==> src/rtl/pwm_duty_sequencer_if.sv <==
// Host duty-load handshake between a host controller and pwm_duty_sequencer.
// The host holds host_req until it sees a one-cycle host_ack.
interface pwm_duty_sequencer_if #(
  parameter int DUTY_W = 4
);
  logic              host_req;
  logic [DUTY_W-1:0] host_duty;
  logic              host_ack;

  modport master (output host_req, output host_duty, input host_ack);
  modport slave  (input host_req, input host_duty, output host_ack);
endinterface

==> src/rtl/pwm_duty_sequencer.sv <==
// Owns the PWM duty value: arbitrates host/button requests into a target and
// ramps duty_out toward it one count per RAMP_DIV periods, with soft-stop/start.
module pwm_duty_sequencer #(
  parameter int DUTY_W       = 4,
  parameter int DUTY_MAX     = 10,
  parameter int DEFAULT_DUTY = 5,
  parameter int RAMP_DIV     = 2
) (
  input  logic                clk,
  input  logic                rst,
  input  logic                period_end,
  input  logic                enable,
  input  logic                btn_inc,
  input  logic                btn_dec,
  pwm_duty_sequencer_if.slave host,
  output logic [DUTY_W-1:0]   duty_out,
  output logic                duty_load,
  output logic                busy,
  output logic [1:0]          state
);

  typedef enum logic [1:0] {
    IDLE = 2'd0,
    RAMP = 2'd1,
    OFF  = 2'd2
  } state_t;

  localparam logic [DUTY_W-1:0] DUTY_MAX_V = DUTY_W'(DUTY_MAX);
  localparam logic [DUTY_W-1:0] DUTY_DEF_V = DUTY_W'(DEFAULT_DUTY);
  localparam logic [3:0]        CNT_LAST   = 4'(RAMP_DIV - 1);

  state_t            state_reg;
  logic [DUTY_W-1:0] target_reg;
  logic [DUTY_W-1:0] target_next;
  logic [DUTY_W-1:0] duty_step;
  logic [3:0]        cnt_reg;
  logic              off_pending_reg;
  logic              accept;

  // Host wins over buttons; buttons pressed together cancel out.
  always_comb begin
    accept      = host.host_req && !host.host_ack;
    target_next = target_reg;
    if (accept) begin
      target_next = (host.host_duty > DUTY_MAX_V) ? DUTY_MAX_V : host.host_duty;
    end else if (btn_inc && !btn_dec) begin
      if (target_reg < DUTY_MAX_V) target_next = target_reg + DUTY_W'(1);
    end else if (btn_dec && !btn_inc) begin
      if (target_reg != '0) target_next = target_reg - DUTY_W'(1);
    end
  end

  // Direction is taken fresh from the current target, so a reversed target never overshoots.
  assign duty_step = (target_reg > duty_out) ? duty_out + DUTY_W'(1) : duty_out - DUTY_W'(1);
  assign state     = state_reg;

  always_ff @(posedge clk) begin
    if (rst) begin
      target_reg      <= DUTY_DEF_V;
      duty_out        <= DUTY_DEF_V;
      state_reg       <= IDLE;
      busy            <= 1'b0;
      cnt_reg         <= '0;
      off_pending_reg <= 1'b0;
      host.host_ack   <= 1'b0;
      duty_load       <= 1'b0;
    end else begin
      target_reg    <= target_next;
      host.host_ack <= accept;
      duty_load     <= 1'b0;
      case (state_reg)
        IDLE: begin
          if (!enable) begin
            state_reg       <= OFF;
            busy            <= 1'b1;
            off_pending_reg <= 1'b1;
          end else if (target_reg != duty_out) begin
            state_reg <= RAMP;
            busy      <= 1'b1;
            cnt_reg   <= '0;
          end
        end
        RAMP: begin
          if (!enable) begin
            state_reg       <= OFF;
            busy            <= 1'b1;
            off_pending_reg <= 1'b1;
          end else if (target_reg == duty_out) begin
            state_reg <= IDLE;
            busy      <= 1'b0;
          end else if (period_end) begin
            if (cnt_reg == CNT_LAST) begin
              cnt_reg   <= '0;
              duty_out  <= duty_step;
              duty_load <= 1'b1;
              if (duty_step == target_reg) begin
                state_reg <= IDLE;
                busy      <= 1'b0;
              end
            end else begin
              cnt_reg <= cnt_reg + 4'd1;
            end
          end
        end
        OFF: begin
          // Hard stop on the first period boundary after entry, then hold 0.
          if (period_end && off_pending_reg) begin
            off_pending_reg <= 1'b0;
            if (duty_out != '0) begin
              duty_out  <= '0;
              duty_load <= 1'b1;
            end
          end
          if (enable) begin
            cnt_reg <= '0;
            if (target_reg == '0) begin
              state_reg <= IDLE;
              busy      <= 1'b0;
            end else begin
              state_reg <= RAMP;
              busy      <= 1'b1;
            end
          end
        end
        default: begin
          state_reg <= IDLE;
          busy      <= 1'b0;
        end
      endcase
    end
  end

endmodule

==> src/flat_wrapper.sv <==
// flat-port wrapper written by rule: the top's interface ports become plain ports
module pwm_duty_sequencer_flat 
#(
  parameter int DUTY_W       = 4,
  parameter int DUTY_MAX     = 10,
  parameter int DEFAULT_DUTY = 5,
  parameter int RAMP_DIV     = 2
)
  (clk, rst, period_end, enable, btn_inc, btn_dec, duty_out, duty_load, busy, state, host_host_req, host_host_duty, host_host_ack);
  pwm_duty_sequencer_if #(.DUTY_W(DUTY_W)) host_i ();
  input  logic clk;
  input  logic rst;
  input  logic period_end;
  input  logic enable;
  input  logic btn_inc;
  input  logic btn_dec;
  output logic [DUTY_W-1:0] duty_out;
  output logic duty_load;
  output logic busy;
  output logic [1:0] state;
  input wire logic [$bits(host_i.host_req)-1:0] host_host_req;
  input wire logic [$bits(host_i.host_duty)-1:0] host_host_duty;
  output wire logic [$bits(host_i.host_ack)-1:0] host_host_ack;
  assign host_i.host_req = host_host_req;
  assign host_i.host_duty = host_host_duty;
  assign host_host_ack = host_i.host_ack;
  pwm_duty_sequencer #(.DUTY_W(DUTY_W), .DUTY_MAX(DUTY_MAX), .DEFAULT_DUTY(DEFAULT_DUTY), .RAMP_DIV(RAMP_DIV)) u_core (.clk(clk), .rst(rst), .period_end(period_end), .enable(enable), .btn_inc(btn_inc), .btn_dec(btn_dec), .host(host_i), .duty_out(duty_out), .duty_load(duty_load), .busy(busy), .state(state));
endmodule
==> config.mk <==
export PLATFORM = sky130hd
export DESIGN_NAME = pwm_duty_sequencer_flat
export DESIGN_NICKNAME = d
export VERILOG_FILES = /design/src/rtl/pwm_duty_sequencer_if.sv /design/src/rtl/pwm_duty_sequencer.sv /design/src/flat_wrapper.sv
export SDC_FILE = /design/constraint.sdc
export NUM_CORES = 1
export LEC_CHECK = 0
export CORE_ASPECT_RATIO = 0.9
export CORE_UTILIZATION = 50
export CTS_CLUSTER_SIZE = 25
export DETAILED_ROUTE_END_ITERATION = 12
export PLACE_DENSITY_LB_ADDON = 0.25
export SYNTH_ARGS = -nofsm -noshare
export SYNTH_HDL_FRONTEND = slang
export SYNTH_SLANG_ARGS = --single-unit
==> constraint.sdc <==
create_clock -name clk -period 9 [get_ports clk]
set_input_delay 1.8 -clock clk [delete_from_list [all_inputs] [get_ports clk]]
set_output_delay 1.8 -clock clk [all_outputs]
set_load 0.02 [all_outputs]
==> results of run 1 <==
==> through the flow <==
stage | worst slack (ps) | hold WS, ps | cell area [um^2] | total power [mW]
6_report | 5288 | 509.8 | 1546 | 0.3530
5_1_grt | 5163 | 531.4 | 1546 | 0.3798
4_1_cts | 5289 | 512.9 | 1546 | 0.3537
3_5_place_dp | 4984 | 498.0 | 1524 | 0.3114
3_3_place_gp | 5076 | 480.4 | 1524 | 0.3061
2_1_floorplan | 5567 | 462.8 | 1311 | 0.2597
==> layout make-up <==
type	instances	area share, %
multi-input cells	119	57.04
flip-flops and latches	18	23.30
repair buffers	19	12.30
inverters	15	3.641
well taps	28	2.265
clock buffers	3	1.456
==> routing by layer <==
layer  GRT usage [%]  wire (um)  vias to the layer above
li1                -          -                      587
met1           25.28       1263                      550
met2           37.90       1302                       33
met3           5.412        147                        4
met4           4.878         24                        0
met5               0          0                        -
==> power groups by stage <==
| stage | registers (mW) | clock network (mW) | logic (mW) |
|---|---|---|---|
| global route | 0.108 | 0.0465 | 0.225 |
| finish | 0.106 | 0.0412 | 0.206 |
| global placement | 0.107 | 0 | 0.199 |
| detailed placement | 0.108 | 0 | 0.203 |
| CTS | 0.106 | 0.0425 | 0.205 |
| floorplan | 0.115 | 0 | 0.144 |
==> worst min path at each step <==
stage                      start                end  slack [ps]  cells past startpoint
2_1_floorplan  u_core.cnt_reg[3]  u_core.cnt_reg[3]         460                      2
3_3_place_gp   u_core.cnt_reg[3]  u_core.cnt_reg[3]         480                      2
3_5_place_dp   u_core.cnt_reg[1]  u_core.cnt_reg[1]         500                      2
4_1_cts        u_core.cnt_reg[1]  u_core.cnt_reg[1]         510                      2
5_1_grt        u_core.cnt_reg[1]  u_core.cnt_reg[1]         530                      2
6_report       u_core.cnt_reg[3]  u_core.cnt_reg[3]         510                      2
==> logic make-up after synthesis <==
kind of cell	Yosys count
AOI/OAI and AO/OA	38
and+or+nand+nor	51
muxes	4
xor gates and xnor gates	9
DFF	18
buffers and inverters	18
adders and majority gates	17
==> cells in the final DEF (no fill, tap or decap), types with 2 or more instances in the layout <==
master and count:
nand2b_1 2, dfxtp_1 18, a211o_1 2, inv_1 15, a21o_1 2, or3_1 4, clkdlybuf4s50_1 19, or2_1 2
ha_1 15, nand4_1 4, nand2_1 7, a31oi_1 3, mux2_2 2, xor2_1 3, nor2_1 13, a22oi_1 2
nor2b_1 4, nand3_1 3, xnor2_1 5, a211oi_1 2, a21oi_1 10, o21ai_0 7, clkbuf_4 3, and3_1 2
fa_1 2, mux2i_1 2, nor3_1 7
==> worst max-delay path: stages <==
cell	delay, ps
clkdlybuf4s50_1	470
ha_1	260
inv_1	120
ha_1	290
a21o_1	180
a21oi_1	170
xnor2_1	90
or3_1	300
a311oi_1	250
==> impl_metrics.csv, run 1 <==
group,metric,value,unit
logic_synthesis,synthMuxAreaShare,3.244,%
logic_synthesis,yosysMostFrequentCell,"dfxtp_1",
worst_setup_path,endpoint,"u_core.target_reg[3]",
logic_synthesis,async_reset_ff_share,0,%
clocking,cts-resized-gates,0,
worst_setup_path,required,9210,ps
logic_synthesis,synth-xor-area-share,7.061,%
timing,setup_viol,0,
clocking,cts_tree,"built",
timing,tightest_slew,775.8,ps
pwr,p_int,206.5,uW
logic_synthesis,yosysUniqueCellTypes,41,
clocking,cts.clk_slew.worst_paths,110,ps
clocking,post_cts_buffers,0,
clocking,htreeDepth,1,
logic_synthesis,synth_edf_count,0,
drt,drt_wl_total,2.738,mm
placement,portBuffers,19,
global_routing,overflow,0,
floorplanning,core_area,2467,um^2
cells_and_area,area_growth,17.94,%
clocking,cts_sinks,18,
cells_and_area,drive_above_1_share,5.747,%
logic_synthesis,yosys.area_share.adder,17.37,%
pwr,vdd_drop_max,149.7,uV
global_routing,grt_max_degree,22,
clocking,ctsHoldBuffers,0,
placement,hpwl,2.146,mm
logic_synthesis,seq_area_frac_synth,27.48,%
floorplanning,placementRows,17,
logic_synthesis,netlist.area_leader.share,27.48,%
floorplanning,die_h,50.58,um
drt,drt_iter0_drc,44,
floorplanning,start_util,53.14,%
timing,fin_setup_tns,0,ps
drt,vias,1174,
cells_and_area,nets,204,
cells_and_area,utilization,62.68,%
worst_setup_path,r2r_start,"u_core.duty_out[3]",
logic_synthesis,yosys.area_share.simple,19.85,%
pwr,switchingPower,146.5,uW
global_routing,antenna_found_initial,0,
run_status,run_status,"finished, final reports clean",
logic_synthesis,synth.largest_area_cell,"dfxtp_1",
timing,slew-limit-headroom,48.12,%
worst_setup_path,end_kind,"flip-flop",
pwr,clkPwrFrac,11.7,%
global_routing,grtUsageTotal,21.09,%
pwr,p_sw_share,41.50,%
logic_synthesis,ys_ff_latch,18,
pwr,p_seq_share,30.1,%
logic_synthesis,synth_area_leaders,"dfxtp_1 27%, ha_1 14%, inv_1 4.3%",
worst_setup_path,crit_start,"btn_inc",
drt,wl_per_cell,13.55,um
global_routing,grt_pass1_vias,1087,
cells_and_area,multi_input_comb_area,882.1,um^2
drt,drtAntennaViolNets,0,
timing,fin_crit,3712,ps
placement,dp_cells,199,
global_routing,grt_pass1_wl,4.664,mm
logic_synthesis,syn_inst,155,
worst_setup_path,arrival,3920,ps
cells_and_area,diodes,0,
timing,rsz0062_at_grt,"false",
hold_path,hold_class,"reg2reg",
flow_run,max_cap_viol_count,0,
timing,min_period_over_period,41.24,%
worst_setup_path,rr_worst_depth,12,
logic_synthesis,ys.flop_type,"dfxtp_1",
logic_synthesis,yosysWarnings,0,
logic_synthesis,netlist_area,1311,um^2
timing,clock_skew,10.63,ps
logic_synthesis,synth.net_count,183,
placement,gp_congestion,0.9167,
drt,drc,0,
cells_and_area,final_cells,202,
logic_synthesis,synth-compound-area-share,19.75,%
logic_synthesis,syn_avg_cell_area,8.460,um^2
worst_setup_path,rr_endpoint,"u_core.busy",
pwr,p_leak,0.6525,nW
clocking,clkLatencyLatePin,300,ps
clocking,cts_root_buffer,"clkbuf_4",
clocking,cts_buffers,3,
timing,fmax,269.4,MHz
clocking,clk_path_buf_depth,2,
pwr,p_comb_share,58.2,%
cells_and_area,nFillCells,224,
logic_synthesis,synth_top_family_by_area,"simple AND/OR/NAND/NOR gates",
worst_setup_path,critPathMaxFanout,4,
logic_synthesis,synth_commonest_cells,"18 x dfxtp_1, 15 x ha_1, 15 x inv_1",
drt,firstDrtPassIters,4,
worst_setup_path,worst_setup_path_start_kind,"primary input",
timing,slew_viol_final,0,
cells_and_area,seqCellArea,360.3,um^2
floorplanning,io_pins,20,
timing,finalHoldViolations,0,
floorplanning,die_x,55.98,um
floorplanning,dieArea,2831,um^2
worst_setup_path,r2r_slack,5780,ps
pwr,power_density,228.3,nW/um^2
drt,vias_per_cell,5.812,
worst_setup_path,path_class,"in2reg",
Power figures use the tool's default switching activity.
==> inputs of run 2 (changes only) <==
- CORE_UTILIZATION: 50 -> 48
- clock period: 9 -> 3.04 ns (I/O delays scaled with it)
==> impl_metrics.csv, run 2 (same netlist as run 1, synthesis figures left out) <==
group,metric,value,unit
run_status,run_status,"complete, but fails checks",
run_status,failed_checks,"DRC",
clocking,htreeDepth,1,
worst_setup_path,critPathMaxFanout,4,
worst_setup_path,end_kind,"flip-flop",
timing,fmax,329.4,MHz
clocking,cts.clk_slew.worst_paths,110,ps
placement,gp_congestion,0.8538,
floorplanning,die_x,57.10,um
global_routing,overflow,0,
placement,portBuffers,19,
cells_and_area,seqCellArea,364.1,um^2
drt,vias,1220,
pwr,vdd_drop_max,368.7,uV
cells_and_area,nets,210,
worst_setup_path,worst_setup_path_start_kind,"flip-flop",
cells_and_area,nFillCells,206,
drt,drt_iter0_drc,56,
cells_and_area,multi_input_comb_area,905.9,um^2
global_routing,grtUsageTotal,21.39,%
clocking,clkLatencyLatePin,290,ps
pwr,p_leak,0.6937,nW
timing,hold_ws,502.7,ps
cells_and_area,area_growth,24.52,%
clocking,cts_buffers,3,
cells_and_area,design_area,1633,um^2
timing,fin_setup_tns,0,ps
global_routing,antenna_found_initial,0,
timing,clock_skew,5.770,ps
pwr,power_density,707.4,nW/um^2
floorplanning,core_area,2510,um^2
clocking,cts_tree,"built",
worst_setup_path,arrival,3230,ps
clocking,clk_path_buf_depth,2,
global_routing,grt_max_degree,22,
floorplanning,die_h,51.59,um
floorplanning,dieArea,2945,um^2
pwr,total_power,1.155,mW
clocking,ctsHoldBuffers,0,
drt,wl_per_cell,14.59,um
timing,finalWorstSetupSlack,3.874,ps
placement,placed_area,1563,um^2
drt,firstDrtPassIters,8,
timing,min_period_over_period,99.87,%
timing,finalHoldViolations,0,
drt,vias_per_cell,5.837,
timing,slew_viol_final,0,
placement,dp_cells,204,
cells_and_area,final_cells,209,
drt,drc,4,
placement,hpwl,2.300,mm
timing,slew-limit-headroom,49.85,%
timing,tightest_slew,749.9,ps
floorplanning,start_util,52.24,%
timing,fin_crit,3036,ps
hold_path,hold_class,"reg2reg",
clocking,cts_sinks,18,
cells_and_area,final_cell_mix,"19 x clkdlybuf4s50_1, 15 x inv_1, 15 x dfxtp_1",
cells_and_area,final_common_cell,"clkdlybuf4s50_1",
drt,drtAntennaViolNets,0,
global_routing,grt_pass1_wl,4.871,mm
placement,pre_cts_ws,67.79,ps
floorplanning,io_pins,20,
floorplanning,placementRows,17,
worst_setup_path,required,3230,ps
timing,setup_viol,0,
cells_and_area,diodes,0,
cells_and_area,drive_above_1_share,12.71,%
flow_run,max_cap_viol_count,0,
worst_setup_path,path_class,"reg2reg",
global_routing,grt_pass1_vias,1082,
cells_and_area,utilization,65.05,%
clocking,cts_root_buffer,"clkbuf_4",
drt,drt_wl_total,3.049,mm
run 2: area by class of cell:
type	count	share of cell area, %
Clock buffer	4	2.222
Sequential cell	18	22.30
Timing Repair Buffer	25	14.41
Multi-Input combinational cell	119	55.48
Tap cell	28	2.146
Inverter	15	3.448
run 2: path summary, 6_finish.rpt:
check                                   startpoint                end  slack [ps]  cells after the start
worst max-delay path            u_core.duty_out[1]        u_core.busy           4                     13
worst min-delay path             u_core.cnt_reg[1]  u_core.cnt_reg[1]         500                      2
worst max register to register  u_core.duty_out[1]        u_core.busy           4                     13
worst min register to register   u_core.cnt_reg[1]  u_core.cnt_reg[1]         500                      2
run 2: worst max-delay path, cell delays in order, from the launching register on:
cell      delay (ps)
dfxtp_2          380
inv_1            110
ha_4             280
nor2b_1          110
o211ai_1         110
a21boi_2         200
inv_1             90
ha_1             300
a21o_1           200
a21oi_2          170
xnor2_2          150
xnor3_1          260
o22ai_2          210
mux2_2           360
run 2: what timing repair did:
| item | in CTS | in global routing |
|---|---|---|
| setup buffers | 0 | 1 |
| setup endpoints to repair | 0 | 2 |
| hold endpoints to repair | 0 | 0 |
| gates resized for setup | 0 | 5 |
run 2: routing by layer:
layer | part of all wire [%] | GRT usage, % | vias to the layer above | wire, um
met4 | 2.3 | 6.911 | 0 | 70
met1 | 44 | 27.12 | 566 | 1354
met3 | 4.8 | 5.224 | 8 | 146
li1 | - | - | 603 | -
met5 | 0 | 0 | - | 0
met2 | 48 | 35.88 | 43 | 1478
run 2: power breakdown:
group | switching, mW | internal (mW)
Clock | 0.0741 | 0.0729
Sequential | 0.0389 | 0.275
Combinational | 0.357 | 0.337
==> inputs of run 3 (changes only) <==
- ABC_CLOCK_PERIOD_IN_PS: default -> 3040
- CORE_UTILIZATION: 48 -> 50
- DONT_BUFFER_PORTS: default -> 1
- SKIP_CTS_REPAIR_TIMING: default -> 1
==> impl_metrics.csv, run 3 (same netlist as run 1, synthesis figures left out) <==
group,metric,value,unit
clocking,cts_tree,"built",
clocking,cts_sinks,18,
global_routing,use_met2,36.31,%
pwr,vdd_drop_max,562.2,uV
pwr,clkPwrFrac,13.6,%
global_routing,grt_pass1_wl,4.671,mm
worst_setup_path,arrival,3110,ps
global_routing,overflow,0,
cells_and_area,design_area,1474,um^2
clocking,htreeDepth,1,
pwr,p_sw_share,40.97,%
timing,fmax,344.5,MHz
timing,slew_viol_final,0,
cells_and_area,final_cell_mix,"16 x dfxtp_1, 14 x inv_1, 14 x ha_1",
worst_setup_path,worst_setup_path_start_kind,"flip-flop",
drt,drt_wl_total,2.838,mm
drt,drtAntennaViolNets,0,
pwr,p_seq_share,29.3,%
timing,min_period_over_period,95.48,%
global_routing,grt_most_used_layer,"met2",
clocking,clk_path_buf_depth,2,
floorplanning,placementRows,17,
drt,drc,0,
pwr,power_density,752.5,nW/um^2
global_routing,grtUsageTotal,21.09,%
cells_and_area,drive_above_1_share,16.87,%
drt,firstDrtPassIters,4,
pwr,p_leak,0.6423,nW
drt,vias,1139,
hold_path,hold_class,"in2reg",
timing,slew-limit-headroom,76.55,%
global_routing,antenna_found_initial,0,
global_routing,globalRouteMet3Util,5.928,%
global_routing,use_met1,26.03,%
global_routing,grt_pass1_vias,1111,
pwr,switchingPower,454.4,uW
floorplanning,io_pins,20,
worst_setup_path,slowest_stage,"mux2_2",
clocking,cts_root_buffer,"clkbuf_4",
drt,wl_per_cell,14.63,um
timing,fin_crit,2903,ps
clocking,clkLatencyLatePin,300,ps
drt,vias_per_cell,5.871,
drt,drt_iter0_drc,31,
cells_and_area,final_common_cell,"dfxtp_1",
cells_and_area,nFillCells,221,
worst_setup_path,cp_top_family,"compound AO/OA/AOI/OAI gates",
clocking,cts.clk_slew.worst_paths,110,ps
flow_run,max_cap_viol_count,0,
timing,setup_viol,0,
worst_setup_path,required,3240,ps
timing,finalHoldViolations,0,
worst_setup_path,critPathMaxFanout,3,
worst_setup_path,path_class,"reg2reg",
timing,rsz0062_at_grt,"false",
placement,portBuffers,0,
clocking,cts_buffers,3,
worst_setup_path,critPathMaxStageDelay,360,ps
placement,gp_congestion,0.8558,
cells_and_area,diodes,0,
pwr,p_int,654.8,uW
placement,placed_area,1403,um^2
timing,fin_setup_tns,0,ps
floorplanning,dieArea,2831,um^2
cells_and_area,nets,195,
global_routing,grt_max_degree,22,
worst_setup_path,path_buf_inv,2,
floorplanning,core_area,2467,um^2
timing,tightest_slew,351.7,ps
floorplanning,die_h,50.58,um
worst_setup_path,cp_cell_sequence,"inv_2 > ha_4 > nor2b_2 > o211ai_1 > a21boi_2 > inv_1 > ha_1 > a21o_1 > a21oi_2 > xnor2_2 > xnor3_1 > o22ai_2 > mux2_2",
timing,clock_skew,8.678,ps
cells_and_area,area_growth,12.40,%
floorplanning,die_x,55.98,um
placement,hpwl,2.161,mm
worst_setup_path,end_kind,"flip-flop",
floorplanning,start_util,53.14,%
run_status,run_status,"finished, final reports clean",
pwr,p_comb_share,57.2,%
[run 3: metal layers]
metal	part of all wire [%]	up-vias
met5	0	-
met4	0.39	0
met3	4.4	2
met2	47	20
met1	48	540
li1	-	577
[run 3: cell type report]
| cell class | instances | area [um^2] | area share (%) |
|---|---|---|---|
| clock buffer | 4 | 36.28 | 2.462 |
| sequential | 18 | 362.8 | 24.62 |
| tap | 28 | 35.03 | 2.377 |
| inverter | 15 | 56.30 | 3.820 |
| timing repair buffer | 10 | 75.07 | 5.093 |
| multi-input combinational | 119 | 908.4 | 61.63 |
[run 3: path summary, 6_finish.rpt]
path,start,end,slack [ps],depth (start not counted)
max,u_core.duty_out[1],u_core.state[0],140,13
min,rst,u_core.duty_out[1],360,1
max reg2reg,u_core.duty_out[1],u_core.state[0],140,13
min reg2reg,u_core.cnt_reg[3],u_core.cnt_reg[3],500,2
[run 3: power by group through the flow]
| stage | clock network [mW] | registers [mW] | logic, mW |
|---|---|---|---|
| global placement | 0 | 0.326 | 0.558 |
| global route | 0.167 | 0.329 | 0.696 |
| finish | 0.150 | 0.325 | 0.634 |
| detailed placement | 0 | 0.328 | 0.573 |
| CTS | 0.154 | 0.323 | 0.577 |
| floorplan | 0 | 0.342 | 0.427 |
[run 3: per-stage QoR]
step                cells  utilization, %  hold WS [ps]  setup WS, ps  power (mW)
global placement      189           56.85         471.6         203.4      0.8845
floorplan             155               -         462.8         23.89      0.7687
detailed placement    189           56.85         485.0         97.12      0.9010
CTS                   193           58.32         346.5         90.50       1.054
finish                194           59.74         355.3         137.4       1.109
global route          194           59.74         331.5         16.20       1.192
